### config.mk
export PLATFORM = sky130hd
export DESIGN_NAME = array_mp_flat
export DESIGN_NICKNAME = d
export VERILOG_FILES = /design/src/rtl/array_mp_if.sv /design/src/rtl/array_mp.sv /design/src/flat_wrapper.sv
export SDC_FILE = /design/constraint.sdc
export NUM_CORES = 2
export LEC_CHECK = 0
export BUFFER_PORTS_ARGS = -buffer_cell sky130_fd_sc_hd__buf_2
export CAP_MARGIN = 20
export CORE_MARGIN = 1.5
export CORE_UTILIZATION = 40
export CTS_CLUSTER_SIZE = 30
export DETAILED_ROUTE_END_ITERATION = 6
export PLACE_DENSITY = 0.56
export SYNTH_ARGS = -nofsm -noshare
export SYNTH_HDL_FRONTEND = slang
export SYNTH_SLANG_ARGS = --single-unit
### constraint.sdc
create_clock -name clk -period 8.2 [get_ports clk]
set_clock_uncertainty 0.1 [all_clocks]
set_input_delay 1.64 -clock clk [delete_from_list [all_inputs] [get_ports clk]]
set_output_delay 1.64 -clock clk [all_outputs]
set_load 0.01 [all_outputs]
### src/rtl/array_mp_if.sv
// Request/response bundle for array_mp: NCH valid/ready request channels plus per-channel read return.
interface array_mp_if #(
    parameter int NCH = 2,
    parameter int AW  = 8,
    parameter int DW  = 8
) ();
    logic [NCH-1:0]    in_valid;
    logic [NCH-1:0]    in_ready;
    logic [NCH-1:0]    in_we;
    logic [NCH*AW-1:0] in_addr;
    logic [NCH*DW-1:0] in_di;
    logic [NCH-1:0]    out_valid;
    logic [NCH*DW-1:0] out_do;

    modport master (
        output in_valid, in_we, in_addr, in_di,
        input  in_ready, out_valid, out_do
    );

    modport slave (
        input  in_valid, in_we, in_addr, in_di,
        output in_ready, out_valid, out_do
    );
endinterface

### src/rtl/array_mp.sv
// Shared word memory serving NCH valid/ready channels through a round-robin arbiter.
// Optional macro ARRAY_CLEAR_EN adds a clear port and a zeroing sweep (CLEAR/RUN FSM).
module array_mp #(
    parameter int NCH   = 2,
    parameter int AW    = 8,
    parameter int DW    = 8,
    parameter int DEPTH = 256
) (
    input  logic      clk,
    input  logic      reset,
`ifdef ARRAY_CLEAR_EN
    input  logic      clear,
`endif
    output logic      busy,
    array_mp_if.slave bus
);
    localparam int PW = (NCH > 1) ? $clog2(NCH) : 1;
    localparam int MW = (DEPTH > 1) ? $clog2(DEPTH) : 1;

    logic [PW-1:0]     rrPtr_q, rrPtr_d;
    logic [PW-1:0]     grant;
    logic [PW:0]       probe;
    logic              found;
    logic              grantOk;
    logic              handshake;
    logic              selWe;
    logic [AW-1:0]     selAddr;
    logic [DW-1:0]     selDi;
    logic              inRange;
    logic [MW-1:0]     memIdx;
    logic [DW-1:0]     mem [DEPTH];
    logic [NCH-1:0]    outValid_q, outValid_d;
    logic [NCH*DW-1:0] outDo_q, outDo_d;
    logic              clrWe;
    logic [MW-1:0]     clrIdx;

    // Search channels starting at the round-robin pointer, wrapping modulo NCH.
    always_comb begin
        found = 1'b0;
        grant = '0;
        probe = '0;
        for (int k = 0; k < NCH; k++) begin
            probe = {1'b0, rrPtr_q} + (PW+1)'(k);
            if (probe >= (PW+1)'(NCH)) begin
                probe = probe - (PW+1)'(NCH);
            end
            if (!found && bus.in_valid[probe[PW-1:0]]) begin
                found = 1'b1;
                grant = probe[PW-1:0];
            end
        end
    end

    assign grantOk   = found && !busy && !reset;
    assign handshake = grantOk;

    always_comb begin
        bus.in_ready = '0;
        if (grantOk) begin
            bus.in_ready[grant] = 1'b1;
        end
    end

    assign selWe   = bus.in_we[grant];
    assign selAddr = bus.in_addr[grant*AW +: AW];
    assign selDi   = bus.in_di[grant*DW +: DW];
    assign inRange = int'(selAddr) < DEPTH;
    assign memIdx  = selAddr[MW-1:0];

    always_comb begin
        rrPtr_d = rrPtr_q;
        if (handshake) begin
            rrPtr_d = (grant == PW'(NCH - 1)) ? '0 : grant + 1'b1;
        end
    end

    // Out-of-range reads still pulse out_valid but return zero.
    always_comb begin
        outValid_d = '0;
        outDo_d    = outDo_q;
        if (handshake && !selWe) begin
            outValid_d[grant]        = 1'b1;
            outDo_d[grant*DW +: DW]  = inRange ? mem[memIdx] : '0;
        end
    end

    always_ff @(posedge clk) begin
        if (reset) begin
            rrPtr_q    <= '0;
            outValid_q <= '0;
            outDo_q    <= '0;
        end else begin
            rrPtr_q    <= rrPtr_d;
            outValid_q <= outValid_d;
            outDo_q    <= outDo_d;
        end
    end

    // Reset overrides a pulse already in flight.
    assign bus.out_valid = reset ? '0 : outValid_q;
    assign bus.out_do    = outDo_q;

    always_ff @(posedge clk) begin
        if (clrWe) begin
            mem[clrIdx] <= '0;
        end else if (handshake && selWe && inRange) begin
            mem[memIdx] <= selDi;
        end
    end

`ifdef ARRAY_CLEAR_EN
    typedef enum logic {CLEAR, RUN} state_t;

    state_t        state_q;
    logic [MW-1:0] clrAddr_q;
    logic          busy_q;

    // Sweep writes one address per cycle; clear is only honoured from RUN.
    always_ff @(posedge clk) begin
        if (reset) begin
            state_q   <= CLEAR;
            clrAddr_q <= '0;
            busy_q    <= 1'b1;
        end else begin
            case (state_q)
                CLEAR: begin
                    if (clrAddr_q == MW'(DEPTH - 1)) begin
                        state_q <= RUN;
                        busy_q  <= 1'b0;
                    end else begin
                        clrAddr_q <= clrAddr_q + 1'b1;
                    end
                end
                RUN: begin
                    if (clear) begin
                        state_q   <= CLEAR;
                        clrAddr_q <= '0;
                        busy_q    <= 1'b1;
                    end
                end
                default: begin
                    state_q   <= CLEAR;
                    clrAddr_q <= '0;
                    busy_q    <= 1'b1;
                end
            endcase
        end
    end

    assign busy   = busy_q;
    assign clrWe  = busy_q && !reset;
    assign clrIdx = clrAddr_q;
`else
    assign busy   = 1'b0;
    assign clrWe  = 1'b0;
    assign clrIdx = '0;
`endif
endmodule
### src/flat_wrapper.sv
// flat-port wrapper written by rule: the top's interface ports become plain ports
module array_mp_flat 
#(
    parameter int NCH   = 2,
    parameter int AW    = 8,
    parameter int DW    = 8,
    parameter int DEPTH = 256
)
  (clk, reset, busy, bus_in_valid, bus_in_we, bus_in_addr, bus_in_di, bus_in_ready, bus_out_valid, bus_out_do);
  array_mp_if #(.NCH(NCH), .AW(AW), .DW(DW)) bus_i ();
  input  logic clk;
  input  logic reset;
  output logic busy;
  input wire logic [$bits(bus_i.in_valid)-1:0] bus_in_valid;
  input wire logic [$bits(bus_i.in_we)-1:0] bus_in_we;
  input wire logic [$bits(bus_i.in_addr)-1:0] bus_in_addr;
  input wire logic [$bits(bus_i.in_di)-1:0] bus_in_di;
  output wire logic [$bits(bus_i.in_ready)-1:0] bus_in_ready;
  output wire logic [$bits(bus_i.out_valid)-1:0] bus_out_valid;
  output wire logic [$bits(bus_i.out_do)-1:0] bus_out_do;
  assign bus_i.in_valid = bus_in_valid;
  assign bus_i.in_we = bus_in_we;
  assign bus_i.in_addr = bus_in_addr;
  assign bus_i.in_di = bus_in_di;
  assign bus_in_ready = bus_i.in_ready;
  assign bus_out_valid = bus_i.out_valid;
  assign bus_out_do = bus_i.out_do;
  array_mp #(.NCH(NCH), .AW(AW), .DW(DW), .DEPTH(DEPTH)) u_core (.clk(clk), .reset(reset), .busy(busy), .bus(bus_i));
endmodule
# Yosys cells after proc, flatten, opt, wreduce, memory -nomap -nowiden
# Memory sizes are Yosys's and may differ from the RTL's.
# Cells that the tools add are included.
[op_classes]
add_sub_neg = 5
magnitude_cmp = 6
shift = 4
mux = 20
bitwise_logic = 1
reduce_logical = 9
[ops]
columns = ["cell", "n"]
rows = [
  ["$neg 4->34", 1],
  ["$shift 8x34->16 const A", 1],
  ["$shiftx 8x34->16", 1],
  ["$shiftx 16x5->8", 2],
  ["$bwmux 16", 1],
  ["$mux 1", 16],
  ["$lt 1x2->1 const B", 3],
  ["$logic_and 1x1->1", 5],
  ["$mux 2", 2],
  ["$logic_not 1->1", 3],
  ["$add 1x1->2 const B", 1],
  ["$ge 1x2->1 const B", 1],
  ["$ge 2x2->1 const B", 1],
  ["$reduce_or 2->1", 1],
  ["$sub 1x1->1 const B", 2],
  ["$add 1x1->1 const B", 1],
  ["$demux 1 s1", 1],
  ["$ge 1x1->1 const B", 1],
  ["$not 1->1", 1],
]
[totals]
regBits = 19
mem_bits_rw = 2048
input_bits = 38
out_inout_bits = 21
word_cells = 49
memories = 1
[mem_list]
columns = ["name", "depth", "word_bits", "rd", "rd_clocked_by_memory_dff", "wr", "line", "source"]
rows = [
  ["u_core.mem", 256, 8, 1, 0, 1, "array_mp.sv:31", "logic [DW-1:0] mem [DEPTH];"],
]

# Logic depth before layout (Yosys ltp)
[logic_depth]
word_depth = 14
mapped_depth = 16

# Worst setup path before layout
# Ideal clock, no wire load.
[synth_timing]
path_kind = "input -> register"
start = "input bus_in_valid[0]"
end = "memory u_core.mem[0][0] (data pin)"
setup_ns = 0.823
arrival_ns = 5.878
slack_ns = 1.400
path_stages = 8
path_buffers = 4
path_cell_list = "nor2b_2 buf_6 nor2_4 buf_6 buf_2 buf_1 nand2_1 nand2_1"
[synth_between]
elab_chain_cells = 7
word_cells_on_any_way = 10
cone_classes = "shift (1); mux (7); reduce/logical (2)"
[synth_lines]
columns = ["element", "line", "source"]
rows = [
  ["start: declaration", "flat_wrapper.sv:14", "input wire logic [$bits(bus_i.in_valid)-1:0] bus_in_valid;"],
  ["$mux 1 (implied by the code) (2 in series)", "array_mp.sv:47", "if (!found && bus.in_valid[probe[PW-1:0]]) begin"],
  ["$mux 1", "array_mp.sv:47", ""],
  ["$logic_not 1->1", "array_mp.sv:47", ""],
  ["$logic_and 1x1->1", "array_mp.sv:47", ""],
  ["$mux 1 *", "array_mp.sv:47", ""],
  ["$shiftx 16x5->8 *", "array_mp.sv:66", "assign selDi = bus.in_di[grant*DW +: DW];"],
  ["named net u_core.selDi[0]", "array_mp.sv:28", "logic [DW-1:0] selDi;"],
  ["end: declaration", "array_mp.sv:31", ""],
]
# The timed path passes the listed nets; every way through them passes the cells marked *. The select of a mux whose other input is x is not followed.

# Worst setup path in the final report
[layout_timing]
start = "input bus_in_valid[1]"
end = "register u_core.outDo_q[8] (netlist: u_core.bus.out_do[8])"
[layout_between]
elab_chain_cells = 10
word_cells_on_any_way = 21
cone_classes = "add/sub (1); shift (3); mux (11); reduce/logical (5); memory (1)"
[layout_lines]
columns = ["element", "line", "source"]
rows = [
  ["$mux 1 (implied by the code) (2 in series)", "array_mp.sv:47", ""],
  ["$mux 1", "array_mp.sv:47", ""],
  ["$logic_not 1->1", "array_mp.sv:47", ""],
  ["$logic_and 1x1->1", "array_mp.sv:47", ""],
  ["$mux 1", "array_mp.sv:47", ""],
  ["$shiftx 16x5->8 or $mux 1 (tied branches)", "array_mp.sv:65, array_mp.sv:64", ""],
  ["$mem_v2 256x8 or $mux 1 (tied branches)", "n/a", ""],
  ["$shiftx 8x34->16 or $logic_not 1->1 (tied branches)", "array_mp.sv:83, array_mp.sv:81", ""],
  ["$bwmux 16 or $logic_and 1x1->1 (tied branches)", "array_mp.sv:83, array_mp.sv:81", ""],
  ["end signal: assignment", "array_mp.sv:95", "outDo_q <= outDo_d;"],
  ["end: declaration", "array_mp.sv:33", "logic [NCH*DW-1:0] outDo_q, outDo_d;"],
]
# Several ways; a longest one is shown, not always the timed one. The select of a mux whose other input is x is not followed.
# A chain may end at the register's enable or synchronous reset.

==> PnR_summary.wiki <==
{| class="wikitable"
! Metric !! Value
|-
| Outcome || finished, violations left
|-
| Fin. max-slew vios || 0
|-
| Core utilization of the finished layout || 0.4509
|-
| Leakage power || 30.45 nW
|-
| TritonCTS buffer count || 207
|-
| Count of flip-flops with a built-in enable after synthesis || 2048
|-
| Commonest non-fill, non-tap cell in the layout || sky130_fd_sc_hd__edfxtp_1
|-
| Overall routing resource usage || 0.2305
|-
| Fraction of the yosys area taken by sequential cells || 0.7397
|-
| Endpoint arrival time on the critical path || 6530 ps
|-
| Peak supply drop || 0.2271 mV
|-
| DR vias/cell || 5.913
|-
| Required time at the worst-slack endpoint || 8890 ps
|-
| Power density of the placed cells || 246.6 mW/mm²
|-
| Failing checks || design-rule violations
|-
| Setup repair after global routing missed its margin || no
|-
| Synth cell types || 77
|-
| Number of warning messages in the yosys log || 0
|-
| Top cell type's share of synthesized area || 0.7352
|-
| Post-layout nets || 5634
|-
| Clock slew at the register clock pins of the worst setup and hold paths || 60 ps
|-
| Rows || 167
|-
| Sum of negative setup slack || 0 ps
|-
| Clock tree from TritonCTS || built
|-
| Top Ports || 59
|-
| Die Width || 460.3 µm
|-
| Cell taking the most area after synthesis || sky130_fd_sc_hd__edfxtp_1
|-
| Cell types occupying the most area after synthesis || sky130_fd_sc_hd__edfxtp_1 (74%), sky130_fd_sc_hd__nand2_1 (3.8%), sky130_fd_sc_hd__a211oi_1 (2.8%)
|-
| Number of sinks handled by clock tree synthesis || 2067
|-
| Async set or reset register ratio after synthesis || 0
|-
| Clk buf depth || 3
|-
| Hold violation count in the final report || 0
|-
| Length of the first detailed-routing pass in iterations || 7
|-
| Overall power after layout || 23.07 mW
|-
| Via count of the first global-routing pass || 48340
|-
| Gates resized, CTS repair || 0
|-
| Die outline area || 0.2119 mm²
|-
| Ratio of cells with drive above 1 in the final layout || 0.1209
|-
| Post-synthesis cell count || 5623
|-
| Cell count after placement || 8171
|-
| DRC violation total after the first TritonRoute iteration || 6137
|-
| Post-layout minimum cycle time || 5839 ps
|-
| Detailed placement HPWL || 147300 µm
|-
| Number of antenna violations at the first check in global routing || 17
|-
| Endpoint kind of the worst setup timing path || register
|-
| Startpoint class of the critical path || input port
|-
| Final setup vio count || 0
|-
| Combined area of all synthesized cells || 0.08365 mm²
|-
| Crit-path max FO || 45
|-
| Mean cell area of the mapped netlist || 14.88 µm²
|-
| Post-Synthesis Net Count || 5661
|-
| Register-to-register setup slack || 3020 ps
|-
| Total overflow reported by the global router || 0
|-
| Crit share post-route || 0.7121
|-
| Maximum number of pins on one net before global-route repair || 199
|-
| H-tree depth || 4
|-
| Buffer count from post-CTS setup fixing || 0
|-
| Crit Path Class || in2reg
|-
| Achievable clock frequency || 171.3 MHz
|-
| Flip-flop and latch count after synthesis || 2067
|-
| Final std cells w/o fill || 8563
|-
| Relative slew slack || 0.2270
|-
| Max-cap violations || 0
|-
| Most frequently used flop master after synthesis || sky130_fd_sc_hd__edfxtp_1
|-
| Remaining number of nets flagged by the antenna check after routing || 0
|-
| Initial cell density of the core || 0.4032
|-
| CTS root buffer || sky130_fd_sc_hd__clkbuf_16
|-
| Overall via count from detail_route || 50630
|-
| First-pass GRT wire length || 354100 µm
|-
| Total Wirelength || 247900 µm
|-
| Vert. Die Dim || 460.3 µm
|-
| DRC violations left || 2
|-
| Worst hold slack || 401.7 ps
|-
| Most used cells in the layout excluding fill and tap cells || sky130_fd_sc_hd__edfxtp_1 (2048), sky130_fd_sc_hd__nand2_1 (838), sky130_fd_sc_hd__and3_1 (323)
|-
| Worst-margin pin slew || 1160 ps
|-
| Layout overhead on the synthesized area || 11.84%
|-
| Number of buffers added to fix hold violations after cts || 0
|-
| Clock insertion delay at the later pin of the skew report || 860 ps
|-
| Class of the worst hold path || reg2reg
|-
| Placeable core area || 0.2075 mm²
|-
| Total of fill cells in the finished design || 18080
|-
| GPL Wtd Cong || 0.8765
|-
| Count of buffers inserted at the top-level ports || 57
|-
| Per-cell routed wire length || 28.95 µm
|}
registers in the layout, summed over array words and instances (netlist names):
register           flops
u_core.bus.out_do     16
u_core.mem          2048
u_core.rrPtr_q         1
u_core.outValid_q      2
layout make-up:
cell class,count,area (µm²),area share
antenna,9,22.52,0.0002407
clock buffer,262,5468,0.05844
clock inverter,117,1292,0.01381
inverter,6,22.52,0.0002407
multi-input combinational,3135,19860,0.2123
sequential,2067,61880,0.6614
tap,2788,3488,0.03729
timing repair buffer,179,1525,0.01630
kinds of logic after synthesis:
kind of cell,Yosys count,synth area share
buf+inv,421,0.02588
simple gates,1738,0.09495
flops,2067,0.7397
mux,300,0.04363
compound gates,1096,0.09576
other cells,1,0.00004483
critical path: stages:
cell and delay, ps:
sky130_fd_sc_hd__buf_2 290, sky130_fd_sc_hd__and2_1 280, sky130_fd_sc_hd__and2_1 340, sky130_fd_sc_hd__nor2_8 690, sky130_fd_sc_hd__buf_4 380, sky130_fd_sc_hd__buf_4 480, sky130_fd_sc_hd__a211oi_1 120, sky130_fd_sc_hd__a311oi_1 540
sky130_fd_sc_hd__a31oi_1 210, sky130_fd_sc_hd__and3_1 350, sky130_fd_sc_hd__or4_1 730, sky130_fd_sc_hd__o41ai_2 400
stage by stage:
step	setup slack, ps	instance area, µm²
after global placement	1508	86700
after CTS	2450	93510
after global routing	2252	93540
after detailed placement	1488	86750
after floorplan	1400	83650
final	2361	93560
layer usage:
metal  part of all wire  wire length [µm]  GRT usage  vias to the layer above
met5            0.00016                40          0                        -
met4              0.032              7897    0.07993                        6
met1               0.42            104900     0.3248                    26120
met3              0.075             18470    0.03531                      374
li1                   -                 -          -                    21940
met2               0.47            116600     0.3639                     2189
cells in the mapped netlist (22+ instances only):
master                     instances
sky130_fd_sc_hd__a21oi_1         109
sky130_fd_sc_hd__nor4_1           25
sky130_fd_sc_hd__nand3_1         135
sky130_fd_sc_hd__a31o_2           88
sky130_fd_sc_hd__clkbuf_1        178
sky130_fd_sc_hd__a211oi_1        311
sky130_fd_sc_hd__a32oi_1          22
sky130_fd_sc_hd__nand2_1         852
sky130_fd_sc_hd__nor2_1          287
sky130_fd_sc_hd__o22ai_1          91
sky130_fd_sc_hd__buf_4            70
sky130_fd_sc_hd__mux2_2           27
sky130_fd_sc_hd__o21ai_0          99
sky130_fd_sc_hd__a31oi_1          77
sky130_fd_sc_hd__a22o_1           26
sky130_fd_sc_hd__a22oi_1          60
sky130_fd_sc_hd__edfxtp_1       2048
sky130_fd_sc_hd__and3_1          323
sky130_fd_sc_hd__mux2i_1         224
sky130_fd_sc_hd__buf_2           128
sky130_fd_sc_hd__a311oi_1         45
sky130_fd_sc_hd__mux4_2           49
power breakdown:
group / internal (mW) / total, mW / switching (mW)
sequential: 11.8 / 11.8 / 0.0139
clock: 5.26 / 9.41 / 4.16
combinational: 0.498 / 1.88 / 1.38
total: 17.5 / 23.1 / 5.55
path summary, 6_finish.rpt:
| check | from | end | depth (start not counted) |
|---|---|---|---|
| worst max-delay path | bus_in_valid[1] | u_core.bus.out_do[8] | 12 |
| worst min-delay path | u_core.bus.out_do[13] | u_core.bus.out_do[13] | 2 |
| worst max register to register | u_core.rrPtr_q | u_core.bus.out_do[8] | 11 |
| worst min register to register | u_core.bus.out_do[13] | u_core.bus.out_do[13] | 2 |
Power figures use the tool's default switching activity.
